$ cat src/rtl/structure_reduce_channel_pipelined_adds.sv
// -----------------------------------------------------------------------------
// structure_reduce_channel_pipelined_adds
//
// Channel-reduce stage for the structure-reduce datapath. Every valid input
// word passes through a fixed chain of NUM_ADDS combinational "+INC" adders
// and the sum is captured in a single output register. The register holds its
// value while in_valid is low, so downstream logic always sees the last
// reduced word. There is no backpressure: one word per clock is accepted.
//
// Parameters:
//   WIDTH     data width of in_data and result
//   NUM_ADDS  number of chained +INC adder stages (must be >= 1)
//   INC       WIDTH-bit constant added by each stage
//
// Ports:
//   clk        rising-edge clock
//   rst        asynchronous, active-low reset (0 = reset asserted)
//   in_valid   qualifies in_data this cycle
//   in_data    input word
//   result     registered reduced value (in_data + NUM_ADDS*INC, wrapping)
//   out_valid  high for the cycle after a valid input was captured
// -----------------------------------------------------------------------------
module structure_reduce_channel_pipelined_adds #(
    parameter int               WIDTH    = 16,
    parameter int               NUM_ADDS = 2,
    parameter logic [WIDTH-1:0] INC      = {{(WIDTH-1){1'b0}}, 1'b1}
) (
    input  logic             clk,
    input  logic             rst,
    input  logic             in_valid,
    input  logic [WIDTH-1:0] in_data,
    output logic [WIDTH-1:0] result,
    output logic             out_valid
);

    // A chain with no adders would silently turn this stage into a plain
    // register; refuse to build it.
    if (NUM_ADDS < 1) begin : g_num_adds_check
        $error("structure_reduce_channel_pipelined_adds: NUM_ADDS must be >= 1");
    end

    logic [WIDTH-1:0] sum;
    logic [WIDTH-1:0] result_d;
    logic [WIDTH-1:0] result_q;
    logic             out_valid_d;
    logic             out_valid_q;

    // Adder chain. Each stage is WIDTH bits wide, so the carry out of every
    // stage is dropped and the running value wraps modulo 2^WIDTH.
    always_comb begin
        logic [WIDTH-1:0] acc;
        acc = in_data;
        for (int i = 0; i < NUM_ADDS; i++) begin
            acc = acc + INC;
        end
        sum = acc;
    end

    // Next-state logic. The mux select is in_valid, so an unknown in_data
    // while the channel is idle never reaches the register.
    always_comb begin
        // NOTE: every signal gets a default before any condition so that no
        // path leaves it unassigned, which would otherwise infer a latch.
        result_d    = result_q;
        out_valid_d = in_valid;
        if (in_valid) begin
            result_d = sum;
        end
    end

    // Output register: the only clocked element; reset clears it at once,
    // discarding whatever word was held.
    always_ff @(posedge clk or negedge rst) begin
        // NOTE: state is updated with non-blocking assignments so every flop
        // samples its inputs from before the edge, regardless of block order.
        if (!rst) begin
            result_q    <= '0;
            out_valid_q <= 1'b0;
        end else begin
            result_q    <= result_d;
            out_valid_q <= out_valid_d;
        end
    end

    assign result    = result_q;
    assign out_valid = out_valid_q;

endmodule

$ cat config.mk
export PLATFORM = sky130hd
export DESIGN_NAME = structure_reduce_channel_pipelined_adds
export DESIGN_NICKNAME = d
export VERILOG_FILES = /design/src/rtl/structure_reduce_channel_pipelined_adds.sv
export SDC_FILE = /design/constraint.sdc
export NUM_CORES = 1
export LEC_CHECK = 0
export BUFFER_PORTS_ARGS = -buffer_cell sky130_fd_sc_hd__buf_2
export CAP_MARGIN = 15
export CORE_UTILIZATION = 46
export CTS_BUF_LIST = sky130_fd_sc_hd__clkbuf_16
export CTS_CLUSTER_SIZE = 10
export DETAILED_ROUTE_END_ITERATION = 10
export PLACE_DENSITY = 0.77
export SLEW_MARGIN = 20
export SYNTH_ARGS = -nofsm -noshare
export SYNTH_HDL_FRONTEND = slang
export SYNTH_SLANG_ARGS = --single-unit
$ cat constraint.sdc
create_clock -name clk -period 0.8 [get_ports clk]
set_input_delay 0.12 -clock clk [delete_from_list [all_inputs] [get_ports clk]]
set_output_delay 0.12 -clock clk [all_outputs]
set_load 0.005 [all_outputs]
==> results of run 1 <==
==> synthesized netlist by cell type, types with 2 or more instances <==
| library cell | n | share of area |
|---|---|---|
| clkbuf_1 | 2 | 0.0087 |
| nand3_1 | 4 | 0.023 |
| a21oi_1 | 13 | 0.075 |
| mux2_2 | 2 | 0.026 |
| inv_1 | 3 | 0.013 |
| xor2_1 | 2 | 0.020 |
| nor4_1 | 2 | 0.015 |
| nor2_1 | 16 | 0.070 |
| xnor2_1 | 11 | 0.11 |
| dfrtp_1 | 17 | 0.49 |
| nor3_1 | 4 | 0.023 |
| nand2_1 | 4 | 0.017 |
==> sequential cells by signal (all words and copies together), names as in the netlist <==
signal	flops
result	16
out_valid	1
==> cell families (layout without fill, tap and decap cells) <==
family                   after synthesis  in the layout  synth area share
AND/OR/NAND/NOR                       35             35             0.221
flip-flops                            17             17             0.493
AO/OA/AOI/OAI                         13             13            0.0755
XOR/XNOR                              13             13             0.132
buffers and inverters                  6             71            0.0261
multiplexers                           3              3            0.0377
adder cells (fa/ha/maj)                1              1            0.0145
==> timing repair <==
item,4_1_cts,5_1_grt
gates resized for setup,22,5
gates cloned,0,0
pin swaps,8,3
setup endpoints to repair,25,27
buffers inserted,5,4
endpoints found under the hold margin,17,0
hold buffers,1,0
==> power breakdown <==
part           switching (mW)  internal, mW
clock network           0.313         0.663
registers              0.0386         0.945
logic                   0.288         0.291
==> routing by layer <==
metal  GRT usage  share of wire
met1       0.428           0.39
met2       0.551           0.50
met3      0.0400          0.064
met4       0.127          0.047
met5           0              0
==> through the flow <==
step | cells | instance area, um^2 | hold slack (ns) | setup TNS [ns] | setup WS [ns]
after floorplan | 88 | 886 | -0.176 | -0.569 | -0.185
after global placement | 164 | 1220 | 0.0560 | -3.18 | -0.363
after detailed placement | 164 | 1220 | 0.0590 | -3.47 | -0.405
after CTS | 174 | 1450 | 0.0769 | -1.14 | -0.0702
after global routing | 178 | 1500 | 0.0801 | -2.52 | -0.177
final | 178 | 1500 | 0.0863 | -1.73 | -0.149
==> critical path: cells and delay by family <==
family	cells	cell delay, ns
AND/OR/NAND/NOR	2	0.44
XOR/XNOR	1	0.18
adder cells (fa/ha/maj)	1	0.15
buffers and inverters	1	0.08
AO/OA/AOI/OAI	1	0.09
==> cell type report <==
type                            count  area (um^2)
Timing Repair Buffer               64          427
Fill cell                         100          248
Multi-Input combinational cell     65          524
Inverter                            3         11.3
Tap cell                           25         31.3
Clock inverter                      1         3.75
Sequential cell                    17          425
Clock buffer                        3         75.1
==> worst paths after layout <==
kind / cells after the start / to / slack, ns / startpoint
max: 6 / result[15] / -0.15 / in_data[2]
min: 2 / result[1] / 0.09 / in_data[1]
max reg2reg: 3 / result[5] / -0.02 / result[5]
min reg2reg: 1 / result[2] / 0.51 / result[2]
max in group asynchronous: 2 / result[7] / 0.19 / rst
min in group asynchronous: 2 / result[1] / 0.34 / rst
==> impl_metrics.json, run 1 <==
{
  "firstDrtPassIters": 7,
  "synth_cells": 88,
  "layout_common_cells": "30 x buf_2, 30 x buf_4, 17 x dfrtp_1",
  "htreeDepth": 1,
  "clk_latency_ns": 0.24,
  "drv_slew": 0,
  "clk_path_buf_depth": 2,
  "dp_hpwl_um": 1580,
  "worstPathArrival_ns": 1.07,
  "route.detailed.drc": 2,
  "drt_iter0_drc": 51,
  "viasPerCell": 5.37,
  "io_buffers": 35,
  "utilization": 0.858,
  "fmax_mhz": 1050,
  "min_period_ns": 0.949,
  "clkTransAtPathRegs_ns": 0.05,
  "holdCritPathClass": "primary input to flip-flop",
  "worstPathMaxFanout": 3,
  "antenna_found_initial": 0,
  "grt_overflow": 0,
  "pin_count": 36,
  "hold_viol": 0,
  "cts.sinks": 17,
  "antenna_cells": 0,
  "worst_slew_pin_slew_ns": 0.382,
  "fin_skew_ns": 0,
  "ir_drop_uv": 1410,
  "globalplace.congestion": 0.817,
  "root_buffer": "clkbuf_16",
  "async_flop_share": 1.00,
  "synth.avg_cell_area_um2": 9.80,
  "finalPower_mw": 2.54,
  "synth-edff-count": 0,
  "grt_pass1_wl_um": 4570,
  "worstPathRequired_ns": 0.92,
  "synth_seq_cells": 17,
  "violations": "DRC, setup timing",
  "grt_max_degree": 18,
  "wirelength_um": 3060,
  "die_h_um": 45.3,
  "start_kind": "primary input",
  "setup_ws_ns": -0.149,
  "core_area_um2": 1750,
  "end_kind": "flip-flop",
  "start_util": 0.494,
  "drive_above_1_share": 0.542,
  "crit_path_cell_trace": "buf_8 > ha_4 > nand4_4 > nor4_4 > xnor2_1 > a21oi_1",
  "grt_pass1_vias": 919,
  "crit_type": "primary input to flip-flop",
  "die_w_um": 45.3,
  "drv_cap": 0,
  "grtUsageTotal": 0.328,
  "cts_tree": "done",
  "status": "finished, violations left",
  "synth-seq-area-share": 0.493,
  "syn_nets": 108,
  "dr_total_vias": 956,
  "synthFlopType": "dfrtp_1",
  "slew_headroom": 0.745,
  "die_area_um2": 2050,
  "syn_area_um2": 862,
  "finalNetCount": 174,
  "cpPeakStageDelay_ns": 0.34,
  "p_per_area_nw_per_um2": 1700,
  "yosys_warnings": 0,
  "area_growth_pct": 73.7,
  "num_rows": 15,
  "rsz0062_at_grt": "true",
  "yosysUniqueCellTypes": 20,
  "leakagePower_nw": 0.678,
  "wl_per_cell_um": 17.2,
  "slowest_stage": "nor4_4",
  "period_share": 1.19,
  "finalSetupViolCount": 27,
  "postRouteAntennaNets": 0,
  "cts_buffers": 3
}
(Power assumes the default switching activity.)
==> run 2: changes to the inputs <==
--- a/config.mk
+++ b/config.mk
@@ -7,11 +7,13 @@
 export LEC_CHECK = 0
 export BUFFER_PORTS_ARGS = -buffer_cell sky130_fd_sc_hd__buf_2
 export CAP_MARGIN = 15
-export CORE_UTILIZATION = 46
+export CELL_PAD_IN_SITES_DETAIL_PLACEMENT = 1
+export CELL_PAD_IN_SITES_GLOBAL_PLACEMENT = 1
+export CORE_UTILIZATION = 34
 export CTS_BUF_LIST = sky130_fd_sc_hd__clkbuf_16
 export CTS_CLUSTER_SIZE = 10
 export DETAILED_ROUTE_END_ITERATION = 10
-export PLACE_DENSITY = 0.77
+export PLACE_DENSITY_LB_ADDON = 0.1
 export SLEW_MARGIN = 20
 export SYNTH_ARGS = -nofsm -noshare
 export SYNTH_HDL_FRONTEND = slang
==> run 2 against run 1 <==
The run ends with setup timing left. Fmax grew 2.2%. Wire length grew 40%. Highest routed layer unchanged. Global-route usage shrank 3.8 points. Largest power group is now clock. Sequential share of layout area shrank 2.0 points. Via count grew 2.4%. Register-to-register slack lost 0.03 ns. Clock power grew 8%. Sequential power grew 1%. Critical path type unchanged. First-iteration DRC count shrank 71%.
==> impl_metrics.json, run 2 (synthesized netlist as in run 1, its figures left out) <==
{
  "postRouteAntennaNets": 0,
  "grt_overflow": 0,
  "grt_pass1_vias": 998,
  "antenna_found_initial": 0,
  "drv_cap": 0,
  "place_area_um2": 1200,
  "period_share": 1.16,
  "cts.sinks": 17,
  "ir_drop_uv": 1680,
  "drive_above_1_share": 0.562,
  "final_common_cell": "buf_4",
  "crit_path_cell_trace": "buf_8 > buf_4 > nand2_8 > nor4_4 > xnor2_1 > a21oi_1",
  "die_h_um": 52.4,
  "globalplace.congestion": 0.725,
  "min_period_ns": 0.928,
  "grt_pass1_wl_um": 5310,
  "finalSetupViolCount": 24,
  "cts_tree": "done",
  "worstPathMaxFanout": 5,
  "worstPathRequired_ns": 0.97,
  "core_area_um2": 2300,
  "drt_iter0_drc": 15,
  "p_per_area_nw_per_um2": 1670,
  "wl_per_cell_um": 23.6,
  "crit_family": "simple AND/OR/NAND/NOR gates",
  "violations": "setup timing",
  "firstDrtPassIters": 4,
  "grtUsageTotal": 0.290,
  "worstPathArrival_ns": 1.10,
  "clk_path_buf_depth": 2,
  "largest_reg_flops": 16,
  "end_kind": "flip-flop",
  "root_buffer": "clkbuf_16",
  "slew_headroom": 0.734,
  "grt_max_degree": 18,
  "drv_slew": 0,
  "dr_total_vias": 979,
  "stdcell_area_um2": 1610,
  "pin_count": 36,
  "utilization": 0.703,
  "start_kind": "primary input",
  "setup_ws_ns": -0.128,
  "hold_viol": 0,
  "crit_type": "primary input to flip-flop",
  "status": "finished, violations left",
  "rsz0062_at_grt": "true",
  "slowest_stage": "nor4_4",
  "clkTransAtPathRegs_ns": 0.05,
  "antenna_cells": 0,
  "viasPerCell": 5.41,
  "start_util": 0.375,
  "fmax_mhz": 1080,
  "layout_common_cells": "28 x buf_4, 23 x buf_2, 17 x dfrtp_1",
  "cpPeakStageDelay_ns": 0.33,
  "leakagePower_nw": 0.732,
  "num_rows": 17,
  "holdCritPathClass": "primary input to flip-flop",
  "clk_latency_ns": 0.26,
  "cts_buffers": 3,
  "die_area_um2": 2740,
  "crit_buf_inv": 2,
  "io_buffers": 35,
  "dp.cells": 164,
  "area_growth_pct": 87.2,
  "fin_skew_ns": 0,
  "route.detailed.drc": 0,
  "dp_hpwl_um": 1720,
  "wirelength_um": 4280,
  "fillCellCount": 241,
  "finalNetCount": 174,
  "htreeDepth": 1,
  "die_w_um": 52.4,
  "layout.cells.non_filler": 181,
  "worst_slew_pin_slew_ns": 0.398
}
## run 2: changes by cell type in the layout (fill, tap and decap cells not counted), moves of 2 or more
| cell | previous run | this run |
|---|---|---|
| buf_2 | 30 | 23 |
| buf_6 | 1 | 6 |
| buf_8 | 2 | 6 |
| buf_4 | 30 | 28 |
| nand2_1 | 4 | 2 |
## run 2: cell type report
cell class | count | area [um^2] | area share
Clock buffer | 3 | 75.1 | 0.0465
Clock inverter | 1 | 3.75 | 0.00233
Inverter | 3 | 11.3 | 0.00698
Multi-Input combinational cell | 65 | 571 | 0.353
Sequential cell | 17 | 425 | 0.264
Tap cell | 28 | 35.0 | 0.0217
Timing Repair Buffer | 64 | 493 | 0.305
## run 2: worst register-to-register path, cell delays in order, from the launching register on
cell and delay [ns]:
dfrtp_1 0.38, buf_4 0.13, nor2_1 0.13, a21oi_1 0.08
## run 2: worst paths after layout
path                       startpoint          to  slack (ns)  cells after the start
hold / removal             in_data[1]   result[1]        0.05                      2
max in group asynchronous         rst   result[7]        0.17                      2
setup reg to reg           result[13]  result[13]       -0.05                      3
setup / recovery           in_data[2]  result[12]       -0.13                      6
hold reg to reg             result[2]   result[2]        0.51                      1
min in group asynchronous         rst   result[0]        0.34                      2
## run 2: power breakdown
part / switching [mW] / internal [mW]
logic: 0.330 / 0.328
registers: 0.0490 / 0.945
clock network: 0.379 / 0.667
## run 2: metrics by stage
stage          hold slack, ns  total power [mW]  worst slack, ns  setup TNS [ns]
5_1_grt                0.0506              2.79           -0.164           -2.66
2_1_floorplan          -0.176              1.16           -0.185          -0.569
6_report               0.0520              2.70           -0.128           -2.10
3_5_place_dp           0.0715              1.43           -0.420           -3.56
3_3_place_gp           0.0644              1.42           -0.356           -3.25
4_1_cts                0.0580              2.55          -0.0805           -1.28
## run 2: timing repair
action | in CTS | in global routing
gates resized for setup | 29 | 27
setup endpoints to repair | 26 | 26
hold buffers | 1 | 0
endpoints found under the hold margin | 17 | 0
buffers inserted | 8 | 4
pin swaps | 17 | 9
## run 2: routing by layer
metal | global-route usage | part of all wire | vias up
met4 | 0.180 | 0.060 | 0
li1 | - | - | 428
met2 | 0.519 | 0.52 | 43
met3 | 0.0638 | 0.054 | 20
met5 | 0 | 0 | -
met1 | 0.303 | 0.36 | 488
==> run 3: changes to the inputs <==
--- a/config.mk
+++ b/config.mk
@@ -5,11 +5,12 @@
 export SDC_FILE = /design/constraint.sdc
 export NUM_CORES = 1
 export LEC_CHECK = 0
+export ABC_AREA = 1
 export BUFFER_PORTS_ARGS = -buffer_cell sky130_fd_sc_hd__buf_2
 export CAP_MARGIN = 15
 export CELL_PAD_IN_SITES_DETAIL_PLACEMENT = 1
 export CELL_PAD_IN_SITES_GLOBAL_PLACEMENT = 1
-export CORE_UTILIZATION = 34
+export CORE_UTILIZATION = 33
 export CTS_BUF_LIST = sky130_fd_sc_hd__clkbuf_16
 export CTS_CLUSTER_SIZE = 10
 export DETAILED_ROUTE_END_ITERATION = 10
==> run 3 against run 2 <==
The run still ends with setup timing left. Worst hold slack about the same. Largest power group unchanged. First-iteration DRC count rose by 13%. Synthesized area is 13% higher. Critical path type is now flip-flop to primary output. Wire length fell by 30%. Non-clock buffer count decreased by 4. Clock skew unchanged. Via count rose by 8.4%. Die area up 15%. Cell count rose by 22%. Flip-flop and latch count is the same. Synthesized cell count up 45%. Core utilization shrank 15 points.
==> impl_metrics.json, run 3 <==
{
  "p_per_area_nw_per_um2": 1680,
  "synth_seq_cells": 17,
  "globalplace.congestion": 0.828,
  "holdPathStages": 2,
  "drt_iter0_drc": 17,
  "crit_path_cell_trace": "buf_2",
  "firstDrtPassIters": 4,
  "synth-edff-count": 0,
  "violations": "setup timing",
  "finalNetCount": 210,
  "yosys.area.top_type": "dfrtp_1",
  "worst_slew_pin_slew_ns": 0.415,
  "clk_latency_ns": 0.25,
  "r2r-start": "result[12]",
  "cts.sinks": 17,
  "setup_ws_ns": -0.101,
  "hold_viol": 0,
  "syn_area_um2": 971,
  "wirelength_um": 2980,
  "fmax_mhz": 1110,
  "start_kind": "flip-flop",
  "synth_area_leaders": "dfrtp_1 44%, nand2_1 18%, nand3_1 7.2%",
  "min_to": "result[1]",
  "pin_count": 36,
  "rrSetupSlack_ns": 0.06,
  "yosys_warnings": 0,
  "layout_common_cells": "42 x nand2_1, 33 x buf_2, 22 x buf_4",
  "slowest_stage": "dfrtp_1",
  "reg2regPathDepth": 3,
  "num_rows": 19,
  "synth.top_cells.by_count": "46 x nand2_1, 17 x dfrtp_1, 14 x nand3_1",
  "start_util": 0.349,
  "critPathLaunch": "result[13]",
  "worstPathArrival_ns": 0.78,
  "grt_max_degree": 18,
  "crit_family": "flip-flops",
  "synth_cells": 128,
  "cts_buffers": 3,
  "antenna_found_initial": 0,
  "worstPathRequired_ns": 0.68,
  "dp_hpwl_um": 2190,
  "wl_per_cell_um": 13.5,
  "postRouteAntennaNets": 0,
  "ir_drop_uv": 1270,
  "area_growth_pct": 58.8,
  "rsz0062_at_grt": "true",
  "grtUsageTotal": 0.202,
  "htreeDepth": 1,
  "min_period_ns": 0.901,
  "route.detailed.drc": 0,
  "regToRegEndpoint": "result[12]",
  "final_common_cell": "nand2_1",
  "die_h_um": 56.2,
  "clk_path_buf_depth": 2,
  "end_kind": "primary output",
  "clkTransAtPathRegs_ns": 0.06,
  "post-place-ws_ns": -0.255,
  "antenna_cells": 0,
  "status": "finished, violations left",
  "core_area_um2": 2780,
  "finalPower_mw": 2.59,
  "drv_cap": 0,
  "worstPathMaxFanout": 2,
  "finalSetupViolCount": 17,
  "cpPeakStageDelay_ns": 0.39,
  "root_buffer": "clkbuf_16",
  "largest_reg_flops": 16,
  "utilization": 0.554,
  "crit_type": "flip-flop to primary output",
  "die_area_um2": 3160,
  "die_w_um": 56.2,
  "slew_headroom": 0.723,
  "synthFlopType": "dfrtp_1",
  "synth-seq-area-share": 0.438,
  "cts_tree": "done",
  "io_buffers": 35,
  "async_flop_share": 1.00,
  "fin_skew_ns": 0,
  "holdCritPathClass": "primary input to flip-flop",
  "hp-start": "in_data[1]",
  "synth.most_common_cell": "nand2_1",
  "synth.avg_cell_area_um2": 7.59,
  "crit_buf_inv": 1,
  "dr_total_vias": 1061,
  "synth_top_area_frac": 0.438,
  "grt_pass1_wl_um": 4860,
  "viasPerCell": 4.82,
  "period_share": 1.13,
  "yosysUniqueCellTypes": 16,
  "grt_pass1_vias": 1066,
  "syn_nets": 148,
  "drive_above_1_share": 0.439,
  "leakagePower_nw": 0.808,
  "grt_overflow": 0,
  "drv_slew": 0
}
## run 3: changes by cell type in the layout (fill, tap and decap cells not counted), sizes merged, moves of 3 or more
cell / before / now
buf: 63 / 59
nand4: 3 / 6
o21ai: 0 / 3
nor3: 4 / 0
nand3: 5 / 14
nand2: 4 / 49
inv: 4 / 11
nor4: 3 / 0
xnor2: 11 / 0
a21oi: 13 / 2
## run 3: layer usage
layer	GRT usage	part of all wire	vias up
met5	0	0	-
li1	-	-	533
met4	0.0732	0.017	0
met2	0.338	0.51	27
met3	0.0419	0.035	5
met1	0.255	0.44	496
## run 3: repair_timing
action | 4_1_cts | 5_1_grt
gates cloned | 0 | 0
pin swaps | 0 | 10
hold buffers | 1 | 0
resized for setup | 0 | 18
setup endpoints to repair | 17 | 23
hold endpoints to repair | 17 | 0
setup buffers | 8 | 3
## run 3: where the power goes
| group | internal, mW | switching (mW) |
|---|---|---|
| sequential | 0.940 | 0.0381 |
| combinational | 0.284 | 0.280 |
| clock | 0.671 | 0.377 |
| total | 1.89 | 0.695 |
## run 3: final cells by class
cell class                      count  area, um^2
Sequential cell                    17         425
Clock buffer                        3        75.1
Multi-Input combinational cell     97         554
Tap cell                           31        38.8
Clock inverter                      1        5.00
Inverter                           11        41.3
Fill cell                         345        1240
Timing Repair Buffer               60         402
## run 3: how the worst max path moves through the flow
stage	end	slack (ns)	cells after the start
6_report	result[13]	-0.10	1
5_1_grt	result[13]	-0.12	1
4_1_cts	result[13]	-0.1	1
3_5_place_dp	result[15]	-0.26	7
3_3_place_gp	result[15]	-0.20	7
2_1_floorplan	result[15]	0.01	6
## run 3: metrics by stage
step	hold slack (ns)	TNS (ns)	cell area [um^2]	instances
floorplan	-0.176	0	996	128
global placement	0.0745	-1.72	1320	206
detailed placement	0.0807	-2.05	1320	206
CTS	0.0634	-1.27	1470	219
global route	0.0644	-1.63	1540	220
finish	0.0516	-1.23	1540	220
## run 3: cell families after synthesis
| kind of cell | count (synthesis) | share of synthesized area |
|---|---|---|
| AOI/OAI and AO/OA | 9 | 0.0618 |
| xor gates and xnor gates | 3 | 0.0271 |
| adders and majority gates | 1 | 0.0129 |
| buffers and inverters | 14 | 0.0580 |
| DFF | 17 | 0.438 |
| and+or+nand+nor | 84 | 0.402 |
